<file path="config.mk">
export PLATFORM = sky130hd
export DESIGN_NAME = led_sequencer
export DESIGN_NICKNAME = d
export VERILOG_FILES = /design/src/rtl/led_sequencer.sv
export SDC_FILE = /design/constraint.sdc
export NUM_CORES = 1
export LEC_CHECK = 0
export CAP_MARGIN = 25
export CORE_MARGIN = 2
export CORE_UTILIZATION = 55
export DETAILED_ROUTE_END_ITERATION = 8
export DONT_BUFFER_PORTS = 1
export PLACE_DENSITY = 0.73
export SETUP_SLACK_MARGIN = 0.05
export SLEW_MARGIN = 40
export SYNTH_ARGS = -nofsm -noshare
export SYNTH_HDL_FRONTEND = slang
export SYNTH_SLANG_ARGS = --single-unit
</file>
<file path="constraint.sdc">
create_clock -name clk_i -period 2.3 [get_ports clk_i]
set_input_delay 0.46 -clock clk_i [delete_from_list [all_inputs] [get_ports clk_i]]
set_output_delay 0.46 -clock clk_i [all_outputs]
set_load 0.05 [all_outputs]
</file>
<file path="src/rtl/led_sequencer.sv">
// led_sequencer: CPU-programmable LED pattern engine (static, blink, rotate) with tick-based stepping.
module led_sequencer #(
  parameter int TICK_DIV = 100000
) (
  input  logic        clk_i,
  input  logic        rst_i,
  input  logic        we_i,
  input  logic [1:0]  addr_i,
  input  logic [31:0] data_i,
  output logic [31:0] data_o,
  output logic        we_leds_o,
  output logic [31:0] leds_data_o
);
  typedef enum logic [1:0] {IDLE, LOAD, WAIT, STEP} state_t;
  localparam logic [23:0] PRESC_MAX = 24'(TICK_DIV - 1);
  state_t      state_q, state_d;
  logic [2:0]  ctrl_q, ctrl_d;
  logic [15:0] pattern_q, pattern_d;
  logic [15:0] period_q, period_d;
  logic [15:0] step_q, step_d;
  logic [23:0] presc_q, presc_d;
  logic [15:0] pcnt_q, pcnt_d;
  logic        phase_q, phase_d;
  logic [15:0] work_q, work_d;
  logic        we_leds_q, we_leds_d;
  logic [15:0] leds_q, leds_d;
  logic        wr_ctrl, wr_pat, wr_per, pcnt_last;
  logic [15:0] eff_period, step_val;
  logic        unused_bits;
  assign unused_bits = ^data_i[31:16];
  assign wr_ctrl = we_i && addr_i == 2'd0;
  assign wr_pat = we_i && addr_i == 2'd1;
  assign wr_per = we_i && addr_i == 2'd2;
  assign eff_period = period_q == 16'd0 ? 16'd1 : period_q;
  assign pcnt_last = {1'b0, pcnt_q} + 17'd1 == {1'b0, eff_period};
  // BLINK shows PATTERN when the toggled phase returns to 0, i.e. the current phase is 1
  assign step_val = ctrl_q[1:0] == 2'd0 ? pattern_q :
                    ctrl_q[1:0] == 2'd1 ? (phase_q ? pattern_q : 16'h0000) :
                    ctrl_q[1:0] == 2'd2 ? {work_q[14:0], work_q[15]} :
                                          {work_q[0], work_q[15:1]};
  assign data_o = addr_i == 2'd0 ? {29'd0, ctrl_q} :
                  addr_i == 2'd1 ? {16'd0, pattern_q} :
                  addr_i == 2'd2 ? {16'd0, period_q} :
                                   {15'd0, state_q != IDLE, step_q};
  assign we_leds_o = we_leds_q;
  assign leds_data_o = {16'h0000, leds_q};
  always_comb begin
    state_d = state_q;
    ctrl_d = wr_ctrl ? data_i[2:0] : ctrl_q;
    pattern_d = wr_pat ? data_i[15:0] : pattern_q;
    period_d = wr_per ? data_i[15:0] : period_q;
    step_d = step_q;
    presc_d = presc_q;
    pcnt_d = pcnt_q;
    phase_d = phase_q;
    work_d = work_q;
    we_leds_d = 1'b0;
    leds_d = leds_q;
    case (state_q)
      IDLE: begin
        if (wr_pat) begin
          we_leds_d = 1'b1;
          leds_d = data_i[15:0];
        end
        if (wr_ctrl && data_i[2]) state_d = LOAD;
      end
      LOAD: begin
        work_d = pattern_q;
        phase_d = 1'b0;
        presc_d = '0;
        pcnt_d = '0;
        step_d = '0;
        we_leds_d = 1'b1;
        leds_d = pattern_q;
        state_d = WAIT;
      end
      WAIT: begin
        presc_d = presc_q == PRESC_MAX ? 24'd0 : presc_q + 24'd1;
        if (presc_q == PRESC_MAX) begin
          pcnt_d = pcnt_last ? 16'd0 : pcnt_q + 16'd1;
          state_d = pcnt_last ? STEP : WAIT;
        end
      end
      default: begin
        phase_d = ctrl_q[1:0] == 2'd1 ? ~phase_q : phase_q;
        work_d = step_val;
        we_leds_d = 1'b1;
        leds_d = step_val;
        step_d = step_q + 16'd1;
        state_d = WAIT;
      end
    endcase
    if (wr_per) begin
      presc_d = '0;
      pcnt_d = '0;
    end
    if (wr_ctrl && !data_i[2] && state_q != IDLE) begin
      state_d = IDLE;
      we_leds_d = 1'b1;
      leds_d = pattern_q;
    end
  end
  always_ff @(posedge clk_i) begin
    if (rst_i) begin
      state_q <= IDLE;
      ctrl_q <= '0;
      pattern_q <= '0;
      period_q <= 16'd1;
      step_q <= '0;
      presc_q <= '0;
      pcnt_q <= '0;
      phase_q <= 1'b0;
      work_q <= '0;
      we_leds_q <= 1'b0;
      leds_q <= '0;
    end else begin
      state_q <= state_d;
      ctrl_q <= ctrl_d;
      pattern_q <= pattern_d;
      period_q <= period_d;
      step_q <= step_d;
      presc_q <= presc_d;
      pcnt_q <= pcnt_d;
      phase_q <= phase_d;
      work_q <= work_d;
      we_leds_q <= we_leds_d;
      leds_q <= leds_d;
    end
  end
endmodule

</file>
-- After elaboration in Yosys (flattened, before gate mapping)
Cells that the tools add are included.
- register bits: 127
- output and inout bits: 65
- input bits: 37
- multiplexer cells: 27
- add/sub/neg operators: 4
- bitwise logic cells: 2
- reduce and logical (&&, ||, !) cells: 21
- eq/ne operators: 12
- operator list (operator ; number):
    2-to-1 mux 16 bit ; 9
    one-hot mux 16 bit (2 select lines) ; 3
    2-to-1 mux 17 bit ; 3
    one-hot mux 16 bit (3 select lines) ; 1
    one-hot mux 24 bit (2 select lines) ; 1
    adder 16 x 1 -> 16 bit (second input constant) ; 2
    adder 24 x 1 -> 24 bit (second input constant) ; 1
    equality test 24 x 17 -> 1 bit (second input constant) ; 1
    2-to-1 mux 24 bit ; 1
    adder 16 x 1 -> 17 bit (second input constant) ; 1
    equality test 17 x 16 -> 1 bit ; 1
    logical NOT 16 bit ; 1
    AND reduction 2 bit ; 4
    equality test 2 x 1 -> 1 bit (second input constant) ; 3
    equality test 2 bit (second input constant) ; 3
    logical AND 1 bit ; 6
    logical NOT 2 bit ; 3
    inequality test 2 bit (second input constant) ; 3
    nonzero test 2 bit ; 3
    OR reduction 2 bit ; 3
    2-to-1 mux 1 bit ; 4
    2-to-1 mux 2 bit ; 2
    one-hot mux 1 bit (2 select lines) ; 2
    one-hot mux 2 bit (2 select lines) ; 1
    other kinds (3) ; 4

-- Longest topological paths before layout
- word-level depth: 6
- mapped depth: 11
- gate-level depth less buffers: 10

-- Least setup slack after synthesis
No wires, ideal clock.
- path type: reg-to-reg
- start: register pcnt_q[0]
- end: register pcnt_q[0]
- arrival: 2341 ps
- period minus slack after synthesis: 2462 ps
- path buffers: 1
- stages on the path, launching flop included: 11
- setup slack: -162 ps
- cell sequence: dfxtp_1 ha_1 nand3_2 or2_2 xnor2_1 o2111ai_1 nor4b_2 nor2b_1 buf_4 nor3_2 mux2_2
- longest elaborated chain between the ends: 5
- elaborated cells between the ends (all ways): 6
- those cells by class: add/sub: 2; eq/ne: 1; mux: 3
- RTL lines (element ; RTL line ; text):
    start, declared ; 22 ; logic [15:0] pcnt_q, pcnt_d;
    start signal, assigned ; 123 ; pcnt_q <= pcnt_d;
    adder 16 x 1 -> 17 bit ; 35 ; assign pcnt_last = {1'b0, pcnt_q} + 17'd1 == {1'b0, eff_period};
    equality test 17 x 16 -> 1 bit ; 35 ;
    2-to-1 mux 16 bit * ; 80 ; pcnt_d = pcnt_last ? 16'd0 : pcnt_q + 16'd1;
    2-to-1 mux 16 bit * ; 79 ; if (presc_q == PRESC_MAX) begin
    one-hot mux 16 bit (2 select lines) * ; 59 ; case (state_q)
Mark *: on every way between the ends. The rest lies on a longest branch, timed or not. The select of a mux whose other input is x is not followed.
A chain may end at the register's enable or synchronous reset.

-- Worst setup path in the final report
- start: register pcnt_q[2]
- end: register pcnt_q[0]
- longest elaborated chain between the ends: 5
- RTL lines (element ; RTL line):
    adder 16 x 1 -> 17 bit ; 35
    equality test 17 x 16 -> 1 bit ; 35
    2-to-1 mux 16 bit ; 80
    2-to-1 mux 16 bit ; 79
    one-hot mux 16 bit (2 select lines) ; 59
Every way passes these cells. The select of a mux whose other input is x is not followed.

==> summary.md <==
| Metric | Value |
|---|---|
| Number of buffers inserted during clock tree synthesis | `17` |
| Setup ws final | `-0.2196 ns` |
| Row Count | `just over 40` |
| Seq cells post-synth | `between 100 and 150` |
| Wire length of the first global-routing pass | `around 33000 um` |
| Number of max-cap violations | `0` |
| DRC viols | `0` |
| Post-synth top area share | `36.09%` |
| Portion of the post-synthesis area used by sequential elements | `36.09%` |
| Most numerous cell types in the synthesized netlist | `dfxtp_1 (127), nor2_1 (118), nand2_1 (109)` |
| Run status | `complete, but fails checks` |
| Post-DR vias/cell | `about 6.0` |
| CTS clock-pin slew for the worst setup and hold paths | `around 0.060 ns` |
| Required time reported for the critical path endpoint | `2.61 ns` |
| Number of enable flip-flop cells after synthesis | `0` |
| Top-Level Pins | `approximately 100` |
| Maximum vdd drop | `0.5033 mV` |
| Post-synthesis cell count | `approximately 880` |
| Buffer cell driving the clock tree root | `clkbuf_16` |
| Mean instance size in the synthesized netlist | `7.996 sq um` |
| Final antenna diode count | `0` |
| Cell type with the highest aggregate area in the netlist | `dfxtp_1` |
| Final setup viols | `17` |
| Antenna Nets Post-Route | `0` |
| Tightest Hold Check Type | `primary input to flip-flop` |
| Peak-usage layer in the global routing report | `met2` |
| Cell variety after synth | `slightly above 60` |
| Area Growth Syn to Fin | `26.09%` |
| Final net count | `approximately 1000` |
| Clock tree from TritonCTS | `done` |
| GR Overflow Total | `0` |
| Depth of the CTS H-tree | `4` |
| Detailed Place HPWL | `between 10000 and 15000 um` |
| DRT Pass-1 Iters | `5` |
| Yosys warning total | `0` |
| Endpoint class of the critical path | `flip-flop` |
| Number of global-route vias before repair | `6355` |
| Crit share post-route | `109.5%` |
| # port buffers | `0` |
| Post-Route Skew | `just under 0.009 ns` |
| Sink count of the clock tree | `between 100 and 150` |
| Post-route design area | `between 8000 and 9000 sq um` |
| Main flop type after synthesis | `dfxtp_1` |
| Final max-slew violation count | `0` |
| Area after detailed placement | `slightly below 8000 sq um` |
| Final count of hold timing violations | `0` |
| Tightest slew margin relative to the limit | `55.87%` |
| P_leak | `approximately 0.0034 uW` |
| Area of the die | `between 10000 and 15000 sq um` |
| Initial Util | `56.05%` |
| Post-route minimum period | `between 2 and 3 ns` |
| Critical path launch point type | `flip-flop` |
| Combined global-route utilization of all metal layers | `around 31%` |
| Post-Synthesis Cell Area | `7044 sq um` |
| Met3 GRT Util | `under 10%` |
| Fraction of registers with async set/reset | `0%` |
| Mean routed wirelength per cell | `approximately 18 um` |
| Total wire length | `21290 um` |
| Share of the core filled with cells | `~70%` |
| Cell Pwr Density | `966.3 nW/um^2` |
| Clock latency of the later-clocked register in the worst-skew pair | `about 0.43 ns` |
| Top fanout value on the critical path | `7` |
| Dominant cells by area after synthesis | `dfxtp_1 (36%), nor2_1 (6.3%), nand2_1 (5.8%)` |
| Fraction of final layout cells with drive strength greater than 1 | `23.49%` |
| Maximum number of pins on one net before global-route repair | `between 70 and 80` |
| Antenna violations before repair | `1` |
| Failing checks | `setup timing` |
| Global routing usage on met2 | `between 40% and 50%` |
| Worst-Margin Slew | `0.6620 ns` |
| Setup repair after global routing missed its margin | `true` |
| Total design power | `about 8600 uW` |
| Overall via count from detail_route | `roughly 6900` |
| Bufs on Longest Clock Path | `2` |
| Initial DRC count | `about 610` |
| Cts-stage hold buffer count | `0` |
| Critical path arrival | `between 2 and 3 ns` |
| Timing-limited maximum frequency | `between 300 and 400 MHz` |
| Library cell with the highest instance count after synthesis | `dfxtp_1` |
| Horizontal die dimension | `approximately 120 um` |
| Final Wtd Congestion | `between 0.9 and 1` |
| Met1 track utilization from global routing | `roughly two fifths` |
| Tightest hold margin | `between 0.1 and 0.15 ns` |
| Core area | `around 13000 sq um` |
| Chip Height | `117.2 um` |
| Post-place setup slack | `-0.2789 ns` |
| Kind of critical path | `flip-flop to flip-flop` |
==> per-stage QoR <==
stage                     TNS (ns)  std cells
after floorplan           -0.01692        911
after global placement      -2.580       1098
after detailed placement    -3.130       1098
after CTS                   -2.817       1144
after global routing        -4.442       1151
final                       -2.358       1151
==> worst paths after layout <==
check                  from  slack, ns      endpoint  cells after the start
setup / recovery  pcnt_q[2]      -0.22     pcnt_q[0]                      9
hold / removal        rst_i       0.11  pattern_q[4]                      1
setup reg to reg  pcnt_q[2]      -0.22     pcnt_q[0]                      9
hold reg to reg   ctrl_q[2]       0.46     ctrl_q[2]                      2
==> logic make-up (layout without fill, tap and decap cells) <==
group,after synthesis,after routing,synth area share [%]
simple gates,343,343,23.59
compound gates,215,215,19.50
flops,127,127,36.09
buf+inv,99,167,7.034
xor+xnor,53,53,6.590
mux,35,35,5.755
fa+ha+maj,8,8,1.385
other cells,1,31,0.05323
==> flip-flops by register name, indices dropped and copies added, names as in the netlist, 2 cells and up <==
signal,count
presc_q,24
leds_q,16
pattern_q,16
pcnt_q,16
period_q,16
step_q,16
work_q,16
ctrl_q,3
state_q,2
==> critical path, stage by stage (launching register included) <==
cell and delay, ns:
dfxtp_4 0.39, nand4_4 0.14, or3_4 0.41, o311ai_1 0.32, o22ai_1 0.17, nor4b_4 0.27
nor2b_4 0.21, buf_6 0.15, nor3_4 0.07, mux2_2 0.26
==> report_power, final <==
| group | leakage (uW) | switching (uW) | internal, uW |
|---|---|---|---|
| clock network | 0.000280 | 985 | 1690 |
| registers | 0.00104 | 707 | 2520 |
| logic | 0.00210 | 1680 | 1000 |
| total | 0.00342 | 3370 | 5210 |
==> layout make-up <==
type	instances	area [sq um]
clock buffers	20	436.7
clock inverters	11	142.6
fillers	963	3686
inverters	10	37.54
multi-input cells	685	4333
flip-flops and latches	127	2569
well taps	172	215.2
repair buffers	126	1149
==> cells in the final DEF (no fill, tap or decap), types with 7 or more instances in the layout <==
| cell type | count |
|---|---|
| nor4_1 | 7 |
| dfxtp_1 | 114 |
| clkbuf_16 | 17 |
| a21oi_1 | 76 |
| a22oi_1 | 15 |
| a22o_1 | 16 |
| nand4_1 | 15 |
| a211oi_1 | 31 |
| inv_1 | 9 |
| o21ai_0 | 24 |
| xor2_1 | 31 |
| xnor2_1 | 22 |
| mux2_2 | 14 |
| buf_12 | 15 |
| dfxtp_2 | 9 |
| nand3_1 | 20 |
| conb_1 | 31 |
| buf_4 | 107 |
| nand2_1 | 109 |
| nor2_1 | 113 |
| o22ai_1 | 18 |
| nor2b_1 | 7 |
| mux2i_1 | 18 |
==> metal layers <==
| layer | part of all wire (%) | vias up |
|---|---|---|
| li1 | - | 3249 |
| met1 | 42 | 3296 |
| met2 | 45 | 352 |
| met3 | 9.7 | 49 |
| met4 | 2.8 | 0 |
| met5 | 0 | - |
==> what timing repair did <==
action,in CTS,in global routing
hold endpoints to repair,0,0
pin swaps,10,20
endpoints found under the setup margin,20,46
gates resized for setup,14,41
buffers inserted,15,7
Power figures use the tool's default switching activity.
